$ cat config.mk
export PLATFORM = sky130hd
export DESIGN_NAME = pattern_tx
export DESIGN_NICKNAME = d
export VERILOG_FILES = /design/src/rtl/pattern_tx.sv
export SDC_FILE = /design/constraint.sdc
export NUM_CORES = 1
export LEC_CHECK = 0
export ABC_AREA = 1
export CORE_MARGIN = 2
export CORE_UTILIZATION = 40
export DETAILED_ROUTE_END_ITERATION = 7
export SLEW_MARGIN = 20
export SYNTH_ARGS = -nofsm -noshare
export SYNTH_HDL_FRONTEND = slang
export SYNTH_SLANG_ARGS = --single-unit
$ cat constraint.sdc
create_clock -name clk -period 1.68 [get_ports clk]
set_input_delay 0.336 -clock clk [delete_from_list [all_inputs] [get_ports clk]]
set_output_delay 0.336 -clock clk [all_outputs]
set_load 0.02 [all_outputs]
$ cat src/rtl/pattern_tx.sv
// Serial frame transmitter: 5-bit sync pattern, DATA_W payload bits MSB-first,
// then an even-parity bit. Frames may run back-to-back when start meets done.
module pattern_tx #(
  parameter logic [4:0] PATTERN = 5'b01101,
  parameter int         DATA_W  = 8
) (
  input  logic              clk,
  input  logic              reset,
  input  logic              start,
  input  logic [DATA_W-1:0] data,
  output logic              ready,
  output logic              busy,
  output logic              done,
  output logic              dout
);

  typedef enum logic [1:0] {IDLE, SYNC, DATA, PAR} state_t;

  state_t            state_reg, state_next;
  logic [4:0]        cnt_reg, cnt_next;
  logic [DATA_W-1:0] shreg_reg, shreg_next;
  logic              par_reg, par_next;
  logic              dout_reg, dout_next;
  logic              busy_reg, busy_next;
  logic              done_reg, done_next;
  logic              accept;
  logic [2:0]        pat_idx;

  assign ready   = !busy_reg | done_reg;
  assign accept  = start & ready;
  assign busy    = busy_reg;
  assign done    = done_reg;
  assign dout    = dout_reg;
  assign pat_idx = cnt_reg[2:0] - 3'd1;

  always_ff @(posedge clk or negedge reset) begin
    if (!reset) begin
      state_reg <= IDLE;
      cnt_reg   <= '0;
      shreg_reg <= '0;
      par_reg   <= 1'b0;
      dout_reg  <= 1'b0;
      busy_reg  <= 1'b0;
      done_reg  <= 1'b0;
    end else begin
      state_reg <= state_next;
      cnt_reg   <= cnt_next;
      shreg_reg <= shreg_next;
      par_reg   <= par_next;
      dout_reg  <= dout_next;
      busy_reg  <= busy_next;
      done_reg  <= done_next;
    end
  end

  // Outputs are registered, so each branch computes the bit shown next cycle;
  // state_reg always names the field currently on dout.
  always_comb begin
    state_next = state_reg;
    cnt_next   = cnt_reg;
    shreg_next = shreg_reg;
    par_next   = par_reg;
    dout_next  = 1'b0;
    busy_next  = 1'b0;
    done_next  = 1'b0;
    case (state_reg)
      IDLE, PAR: begin
        if (accept) begin
          state_next = SYNC;
          cnt_next   = 5'd4;
          shreg_next = data;
          par_next   = 1'b0;
          dout_next  = PATTERN[4];
          busy_next  = 1'b1;
        end else begin
          state_next = IDLE;
        end
      end
      SYNC: begin
        busy_next = 1'b1;
        if (cnt_reg == 5'd0) begin
          state_next = DATA;
          cnt_next   = 5'(DATA_W - 1);
          dout_next  = shreg_reg[DATA_W-1];
          shreg_next = shreg_reg << 1;
          par_next   = par_reg ^ shreg_reg[DATA_W-1];
        end else begin
          cnt_next  = cnt_reg - 5'd1;
          dout_next = PATTERN[pat_idx];
        end
      end
      DATA: begin
        busy_next = 1'b1;
        if (cnt_reg == 5'd0) begin
          // par_reg already holds every payload bit sent so far
          state_next = PAR;
          dout_next  = par_reg;
          done_next  = 1'b1;
        end else begin
          cnt_next   = cnt_reg - 5'd1;
          dout_next  = shreg_reg[DATA_W-1];
          shreg_next = shreg_reg << 1;
          par_next   = par_reg ^ shreg_reg[DATA_W-1];
        end
      end
      default: state_next = IDLE;
    endcase
  end

endmodule

# Word level (Yosys, flattened, before mapping)

Memory sizes are Yosys's and may differ from the RTL's.
Index checks and enable logic that the tools add are counted.

Add/sub/neg operators: 2
Order comparisons: 1
Equal/unequal tests: 7
Mux-type cells: 24
Bitwise operators: 3
Reductions and logical operators: 8

Operators with widths:

| cell                | number |
|---|---|
| $mux 8              | 3 |
| $pmux 8 s3          | 1 |
| $mux 5              | 3 |
| $pmux 5 s3          | 1 |
| $mux 1              | 10 |
| $ne 2x2->1 const B  | 4 |
| $pmux 1 s3          | 2 |
| $pmux 2 s3          | 1 |
| $logic_not 5->1     | 1 |
| $sub 5x1->5 const B | 1 |
| $eq 2x2->1 const B  | 2 |
| $lt 3x4->1 const B  | 1 |
| $mux 2              | 2 |
| $reduce_and 2->1    | 2 |
| $reduce_or 2->1     | 2 |
| $reduce_and 3->1    | 1 |
| $sub 3x1->3 const B | 1 |
| $eq 2x1->1 const B  | 1 |
| $logic_not 2->1     | 1 |
| $pmux 1 s2          | 1 |
| $and 1x1->1         | 1 |
| $logic_not 1->1     | 1 |
| $or 1x1->1          | 1 |
| $xor 1x1->1         | 1 |

Flip-flop bits (word level): 19
Memory bits (read-only): 8
Bits of input ports: 11
Output and inout port bits: 4
Logic and storage cells: 53
Memories kept: 1

Memories:

| memory           | words | width | read ports | clocked after memory_dff | wr ports | line | RTL |
|---|---|---|---|---|---|---|---|
| (name not given) | 8     | 1     | 1          | 0                        | 0        | 89   | `dout_next = PATTERN[pat_idx];` |

# Depth between registers and ports, before layout

Gate-level depths: netlist of run 1.

Depth after elaboration: 5
Mapped depth: 9
Depth with buffers taken out: 8

# Worst setup path before layout of run 1

No wires, ideal clock.

Kind: register to register
From: register cnt_reg[0]
To: register shreg_reg[7]
Setup time: 0.122 ns
Data arrival time: 1.316 ns
Path slack: 0.242 ns
Stages on the path, launching flop included: 10
Buffers on the path: 2
Clock period less this slack: 1.438 ns
Cell sequence: dfrtp_1 > inv_1 > ha_1 > buf_2 > nand3_4 > nand2_2 > nand3_4 > buf_6 > nand2_2 > o21ai_2

Cells in the longest elaborated chain, start to end: 3

RTL lines:

| element                        | line   | RTL |
|---|---|---|
| start, declared                | 20     | `logic [4:0] cnt_reg, cnt_next;` |
| start signal, assigned         | 47     | `cnt_reg <= cnt_next;` |
| $logic_not 5->1 (*)            | 81, 94 |  |
| $ne 2x2->1 (no line)           | --     |  |
| $reduce_and 3->1 (no line) (*) | --     |  |
| end signal, assigned           | 48     | `shreg_reg <= shreg_next;` |
| end, declared                  | 21     | `logic [DATA_W-1:0] shreg_reg, shreg_next;` |

Mark *: on every way between the ends. The rest lies on a longest branch, timed or not.
A chain may end at the register's enable or synchronous reset.

# Final worst setup path of run 1

From: register done_reg, in the netlist done
To: output ready

Cells in the longest elaborated chain, start to end: 1

RTL lines:

| element                | line | RTL |
|---|---|---|
| start, declared        | 25   | `logic done_reg, done_next;` |
| start signal, assigned | 52   | `done_reg <= done_next;` |
| $or 1x1->1             | 29   | `assign ready = !busy_reg \| done_reg;` |
| end, declared          | 11   | `output logic ready,` |

No other way between the ends.

==> key figures, run 1 <==
Global route
  • Most used routing layer: met2
  • Total track usage: 0.1473
  • Gr ovfl total: 0
  • First-pass GRT wire length: 3691 um
  • Initial antenna violation count: 0
  • Met1 usage: 0.1950
  • Largest net degree at the start of global routing: 20
  • Number of global-route vias before repair: 818
  • Routing usage on met2: 0.2364
  • GRT met3 Usage: 0.02558

STA
  • Post-layout minimum cycle time: 1.634 ns
  • Period utilization: 0.9724
  • Highest clock rate: 0.6121 GHz
  • Worst slew pin tran: 0.2800 ns
  • RSZ-0062 raised after global routing: no
  • Final setup margin: 0.04638 ns
  • Final Max Tran Viols: 0
  • Slew headroom: 0.8131
  • Final hold violation count: 0
  • TNS Setup: 0 ns
  • Finish-stage setup viols: 0
  • Hold slack: 0.3602 ns
  • Clk_skew: 0.002680 ns

Logic synthesis
  • Synth Register Bits: 19
  • Post-Syn Instances: 113
  • Sequential share of the synthesized area: 0.4429
  • Ys Warns: 0
  • Avg Cell Area, Syn: 9.500 um2
  • Net Count, Synth: 128
  • Cell Area, Synth: 1074 um2
  • Distinct cells, synth: 21

Finish
  • Layout cell share with drive strength beyond 1: 0.2015
  • Antenna diode instance count: 0
  • Fin nets: 150
  • # fillers: 231
  • Commonest non-fill, non-tap cell in the layout: nand2_1
  • Reg area: 475.5 um2
  • Largest register FFs: 8
  • Commonest cells after routing, fill and taps aside: nand2_1 (33), dfrtp_1 (19), clkdlybuf4s50_1 (13)
  • Multi-input gate area: 538.0 um2
  • Layout area overhead: 21.33%

Setup path
  • Crit-path cells: or2_2 > dlygate4sd2_1
  • CP max stage delay: 0.40 ns
  • Setup crit start kind: register
  • Crit path max fanout: 3
  • Critical path arrival: 1.30 ns
  • Critical path data required time: 1.34 ns
  • CP endpoint kind: output pin
  • Setup CP Type: register to output pin
  • Max stage delay cell, worst path: dfrtp_1

Drt
  • Drt drc: 0
  • Vias: 831
  • Router iterations before antenna repair: 4
  • Vias per cell: 5.067
  • Drt total wl: 2028 um
  • DR iter-0 viols: 17
  • WL/cell: 12.37 um
  • ANT nets after route: 0

Clock tree
  • CTS tree: yes
  • Number of setup buffers added after CTS: 0
  • Clk sinks: 19
  • H-tree levels: 1
  • Clock Latency Late Sink: 0.29 ns
  • Root buffer cell: clkbuf_4
  • CTS buffer count: 3
  • Clk buf depth: 2
  • Hold-fix buffers at CTS: 0
  • Clock-pin transition on the worst setup and hold timing paths: 0.11 ns
  • Post-CTS resize count: 1

Power and ir drop
  • Sw Share: 0.4762
  • Switching pwr: 0.001426 W
  • Total leakage power: 0.6381 nW
  • Seq pwr share: 0.275
  • P_int: 0.001569 W
  • Combinational power share: 0.647
  • Power per cell area: 2299 nW/um2
  • Maximum vdd drop: 0.001096 V
  • Clock share of power: 0.078

Floorplanning
  • Core Region: 2500 um2
  • Top Ports: 15
  • Chip width: 55.81 um
  • Die area: 3114 um2
  • # rows: 18
  • Die span in y: 55.81 um
  • Initial Util: 0.4294

Placement
  • Final Wtd Congestion: 0.8544
  • Port Buffers: 14
  • Pre-CTS WS: 0.05432 ns
  • Post-DP HPWL: 1537 um

Worst hold path
  • Min-delay worst type: input port to asynchronous set/reset pin

Flow run
  • Max_cap viols: 0

Status
  • Run status: finished, final reports clean
==> final timing paths <==
| kind | startpoint | endpoint | slack (ns) | cells after the start |
|---|---|---|---|---|
| max reg2reg | cnt_reg[0]$_DFFE_PN0P_ | shreg_reg[3]$_DFFE_PN0P_ | 0.15 | 7 |
| max | done$_DFF_PN0_ | ready | 0.05 | 2 |
| min in group clk | shreg_reg[5]$_DFFE_PN0P_ | shreg_reg[5]$_DFFE_PN0P_ | 0.50 | 2 |
| min | reset | done$_DFF_PN0_ | 0.36 | 2 |
| min reg2reg | shreg_reg[5]$_DFFE_PN0P_ | shreg_reg[5]$_DFFE_PN0P_ | 0.50 | 2 |
| max in group asynchronous | reset | shreg_reg[4]$_DFFE_PN0P_ | 1.12 | 2 |
==> area by class of cell <==
| class | count | area share |
|---|---|---|
| clock buffers | 4 | 0.02017 |
| inverters | 11 | 0.03170 |
| flip-flops and latches | 19 | 0.3650 |
| repair buffers | 20 | 0.1412 |
| well taps | 30 | 0.02882 |
| multi-input cells | 80 | 0.4131 |
==> synthesized netlist by cell type, drive strengths merged <==
cell type	instances	area [um2]
o211ai	1	7.510
or2	2	12.51
nand3b	1	7.510
nand2	35	136.4
xor2	2	17.52
a21oi	3	15.01
ha	4	50.05
o21ai	14	103.9
inv	11	41.29
nand3	4	45.04
nand4	5	46.29
buf	3	21.27
dfrtp	19	475.5
nor2	2	23.77
mux2i	7	70.07
==> stage by stage <==
stage                     std cells    util  total power (W)  instance area (um2)
after floorplan                 113       -         0.002300                 1074
after global placement          160  0.5100         0.002724                 1275
after detailed placement        160  0.5100         0.002789                 1275
after CTS                       164  0.5200         0.003024                 1300
after global routing            164  0.5210         0.003300                 1303
final                           164  0.5210         0.002995                 1303
==> cells by family (layout without fill, tap and decap cells) <==
kind of cell | count (synthesis) | in the layout | share of synthesized area
AOI/OAI and AO/OA | 18 | 18 | 0.1177
muxes | 7 | 7 | 0.06527
adders and majority gates | 4 | 4 | 0.04662
buffers and inverters | 14 | 35 | 0.05828
xor gates and xnor gates | 2 | 2 | 0.01632
and+or+nand+nor | 49 | 49 | 0.2529
DFF | 19 | 19 | 0.4429
==> critical path, delay by kind of cell, from the launching register on <==
kind / cells / cell delay, ns
flip-flops: 1 / 0.40
AND/OR/NAND/NOR: 1 / 0.29
buffers and inverters: 1 / 0.32
==> metal layers <==
metal,wire length (um),vias up
met5,0,-
met4,34,0
met3,111,4
met2,975,28
met1,906,382
li1,-,417
==> power groups by stage <==
stage | sequential [W] | clock, W | combinational, W
after floorplan | 0.000844 | 0 | 0.00146
after global placement | 0.000828 | 0 | 0.00190
after detailed placement | 0.000836 | 0 | 0.00195
after CTS | 0.000825 | 0.000248 | 0.00195
after global routing | 0.000850 | 0.000257 | 0.00219
final | 0.000824 | 0.000233 | 0.00194
No activity file was read; power rests on OpenSTA's default activity.
==> run 2, diff against run 1 <==
--- a/config.mk
+++ b/config.mk
@@ -8,6 +8,8 @@
 export ABC_AREA = 1
 export CORE_MARGIN = 2
 export CORE_UTILIZATION = 40
+export CTS_CLUSTER_DIAMETER = 30
+export CTS_CLUSTER_SIZE = 14
 export DETAILED_ROUTE_END_ITERATION = 7
 export SLEW_MARGIN = 20
 export SYNTH_ARGS = -nofsm -noshare
==> results of run 2 <==
The final DEF is identical to that of run 1; final timing and power are the same.
==> run 3, diff against run 2 <==
--- a/config.mk
+++ b/config.mk
@@ -6,7 +6,7 @@
 export NUM_CORES = 1
 export LEC_CHECK = 0
 export ABC_AREA = 1
-export CORE_MARGIN = 2
+export CORE_MARGIN = 5
 export CORE_UTILIZATION = 40
 export CTS_CLUSTER_DIAMETER = 30
 export CTS_CLUSTER_SIZE = 14
==> run 3 against run 2 <==
Net effect: maximum frequency is 0.54% higher; combinational power is 2% lower; die area is 23% higher; critical path depth stayed put; worst hold slack worse by 0.022 ns; flip-flop and latch count stayed put; setup slack better by 0.0088 ns; first-iteration DRC count is 47% lower; clock skew is 0.0072 ns higher; largest power group unchanged.
==> key figures, run 3 (synthesis results as in run 1) <==
Setup path
  • CP endpoint kind: output pin
  • Setup CP Type: register to output pin
  • Max stage delay cell, worst path: dfrtp_1
  • Reg-to-reg endpoint: shreg_reg[1]$_DFFE_PN0P_
  • Critical path arrival: 1.29 ns (about the same)
  • CP Depth: 2 (unchanged)
  • CP max stage delay: 0.41 ns (about the same)
  • CP top delay family: flip-flops
  • FF-to-FF setup slack: 0.16 ns (about the same)
  • Crit-path cells: or2_2 > clkdlybuf4s15_1
  • R2R depth: 7 (unchanged)
  • Critical path data required time: 1.34 ns (about the same)
  • CP Buf/Inv Count: 1 (unchanged)
  • Setup crit start kind: register
  • Worst r2r src: cnt_reg[0]$_DFFE_PN0P_
  • Crit path max fanout: 3 (unchanged)

Clock tree
  • CTS tree: yes
  • Clk buf depth: 2 (unchanged)
  • Clock Latency Late Sink: 0.31 ns (+0.02 ns)
  • Clock-pin transition on the worst setup and hold timing paths: 0.12 ns (about the same)
  • H-tree levels: 1 (unchanged)
  • Hold-fix buffers at CTS: 0 (unchanged)
  • CTS buffer count: 3 (unchanged)
  • Clk sinks: 19 (unchanged)
  • Root buffer cell: clkbuf_4

STA
  • Finish-stage setup viols: 0 (unchanged)
  • Worst slew pin tran: 0.2736 ns (-0.006425 ns)
  • Final hold violation count: 0 (unchanged)
  • Post-layout minimum cycle time: 1.625 ns (-0.008810 ns)
  • RSZ-0062 raised after global routing: no
  • Clk_skew: 0.009910 ns (+0.007230 ns)
  • Final Max Tran Viols: 0 (unchanged)
  • Period utilization: 0.9671 (-0.005244)
  • Highest clock rate: 0.6155 GHz (+0.54%)
  • Final setup margin: 0.05519 ns (+0.008810 ns)
  • Slew headroom: 0.8176 (+0.004489)
  • TNS Setup: 0 ns (unchanged)

Global route
  • First-pass GRT wire length: 3394 um (-8.0%)
  • Largest net degree at the start of global routing: 20 (unchanged)
  • GRT met3 Usage: 0.04545 (+0.01987)
  • Routing usage on met2: 0.2108 (-0.02563)
  • Most used routing layer: met2
  • Initial antenna violation count: 0 (unchanged)
  • Met1 usage: 0.1427 (-0.05234)
  • Gr ovfl total: 0 (unchanged)
  • Total track usage: 0.1202 (-0.02714)
  • Number of global-route vias before repair: 806 (-1.5%)

Finish
  • Commonest cells after routing, fill and taps aside: nand2_1 (33), dfrtp_1 (19), clkdlybuf4s50_1 (13)
  • Antenna diode instance count: 0 (unchanged)
  • Largest register FFs: 8 (unchanged)
  • Commonest non-fill, non-tap cell in the layout: nand2_1
  • Layout area overhead: 21.10%
  • Layout cell share with drive strength beyond 1: 0.2030 (+0.001515)
  • Fin nets: 149 (-0.67%)
  • # fillers: 250 (+8.2%)

Floorplanning
  • Die area: 3820 um2 (+23%)
  • Top Ports: 15 (unchanged)
  • # rows: 18 (unchanged)
  • Initial Util: 0.4256 (-0.003834)
  • Die span in y: 61.81 um (+11%)
  • Core Region: 2522 um2 (+0.90%)
  • Chip width: 61.81 um (+11%)

Drt
  • Drt total wl: 2026 um (about the same)
  • ANT nets after route: 0 (unchanged)
  • DR iter-0 viols: 9 (-8)
  • Drt drc: 0 (unchanged)
  • Vias per cell: 5.104 (+0.73%)
  • Router iterations before antenna repair: 4 (unchanged)
  • WL/cell: 12.43 um (+0.51%)
  • Vias: 832 (+0.12%)

Status
  • Run status: finished, final reports clean

Power and ir drop
  • Maximum vdd drop: 0.001267 V (+16%)
  • Power per cell area: 2283 nW/um2 (-0.69%)
  • Total leakage power: 0.6316 nW (-1.0%)

Flow run
  • Max_cap viols: 0 (unchanged)

Worst hold path
  • Min-delay worst type: input port to asynchronous set/reset pin

Placement
  • Pre-CTS WS: 0.07028 ns (+0.01595 ns)
  • Post-DP HPWL: 1586 um (+3.2%)
  • Final Wtd Congestion: 0.7573 (-11%)
  • Port Buffers: 14 (unchanged)
-- run 3: cell count changes in the layout (fill, tap and decap cells not counted) --
cell	delta
clkinvlp_4	+1
dlygate4sd2_1	-1
clkdlybuf4s15_1	+1
clkbuf_1	-1
buf_4	-1
-- run 3: timing repair --
action,in CTS,in global routing
setup buffers,0,0
setup endpoints to repair,1,11
gates cloned,0,0
gates resized for setup,1,2
hold endpoints to repair,0,0
-- run 3: worst max path at each step --
stage	startpoint	slack, ns	to
after floorplan	cnt_reg[0]$_DFFE_PN0P_	0.24	shreg_reg[7]$_DFFE_PN0P_
after global placement	start	0.09	shreg_reg[6]$_DFFE_PN0P_
after detailed placement	start	0.07	shreg_reg[2]$_DFFE_PN0P_
after CTS	done$_DFF_PN0_	0.01	ready
after global routing	busy$_DFF_PN0_	0.003	ready
final	done$_DFF_PN0_	0.06	ready
-- run 3: power breakdown --
group / leakage [nW] / switching (W) / internal (W) / total (W)
sequential: 0.242 / 0.000150 / 0.000671 / 0.000821
combinational: 0.376 / 0.00111 / 0.000789 / 0.00190
clock: 0.0139 / 0.000158 / 0.0000908 / 0.000249
total: 0.632 / 0.00142 / 0.00155 / 0.00297
-- run 3: metal layers --
| metal | vias up | routed length (um) |
|---|---|---|
| li1 | 410 | - |
| met1 | 398 | 888 |
| met2 | 22 | 1001 |
| met3 | 2 | 122 |
| met4 | 0 | 13 |
| met5 | - | 0 |
-- run 3: final cells by class --
class / count / area [um2] / area share
Clock buffer: 3 / 22.52 / 0.01732
Clock inverter: 1 / 7.507 / 0.005775
Inverter: 11 / 41.29 / 0.03176
Multi-Input combinational cell: 80 / 538.0 / 0.4139
Sequential cell: 19 / 475.5 / 0.3657
Tap cell: 30 / 37.54 / 0.02887
Timing Repair Buffer: 19 / 177.7 / 0.1367
-- run 3: worst register-to-register path: cells and delay by family (launching register included) --
kind	cells	cell delay, ns
compound gates	1	0.06
flops	1	0.41
simple gates	4	0.58
fa+ha+maj	1	0.27
buf+inv	1	0.10
-- run 3: metrics by stage --
| stage | hold slack [ns] | instance area, um2 | util | cells | power [W] |
|---|---|---|---|---|---|
| final | 0.3384 | 1300 | 0.5154 | 163 | 0.002968 |
| after global routing | 0.3509 | 1300 | 0.5154 | 163 | 0.003228 |
| after CTS | 0.3402 | 1296 | 0.5139 | 163 | 0.002994 |
| after detailed placement | 0.4732 | 1267 | 0.5025 | 159 | 0.002754 |
| after global placement | 0.4670 | 1267 | 0.5025 | 159 | 0.002708 |
| after floorplan | 0.04041 | 1074 | - | 113 | 0.002300 |
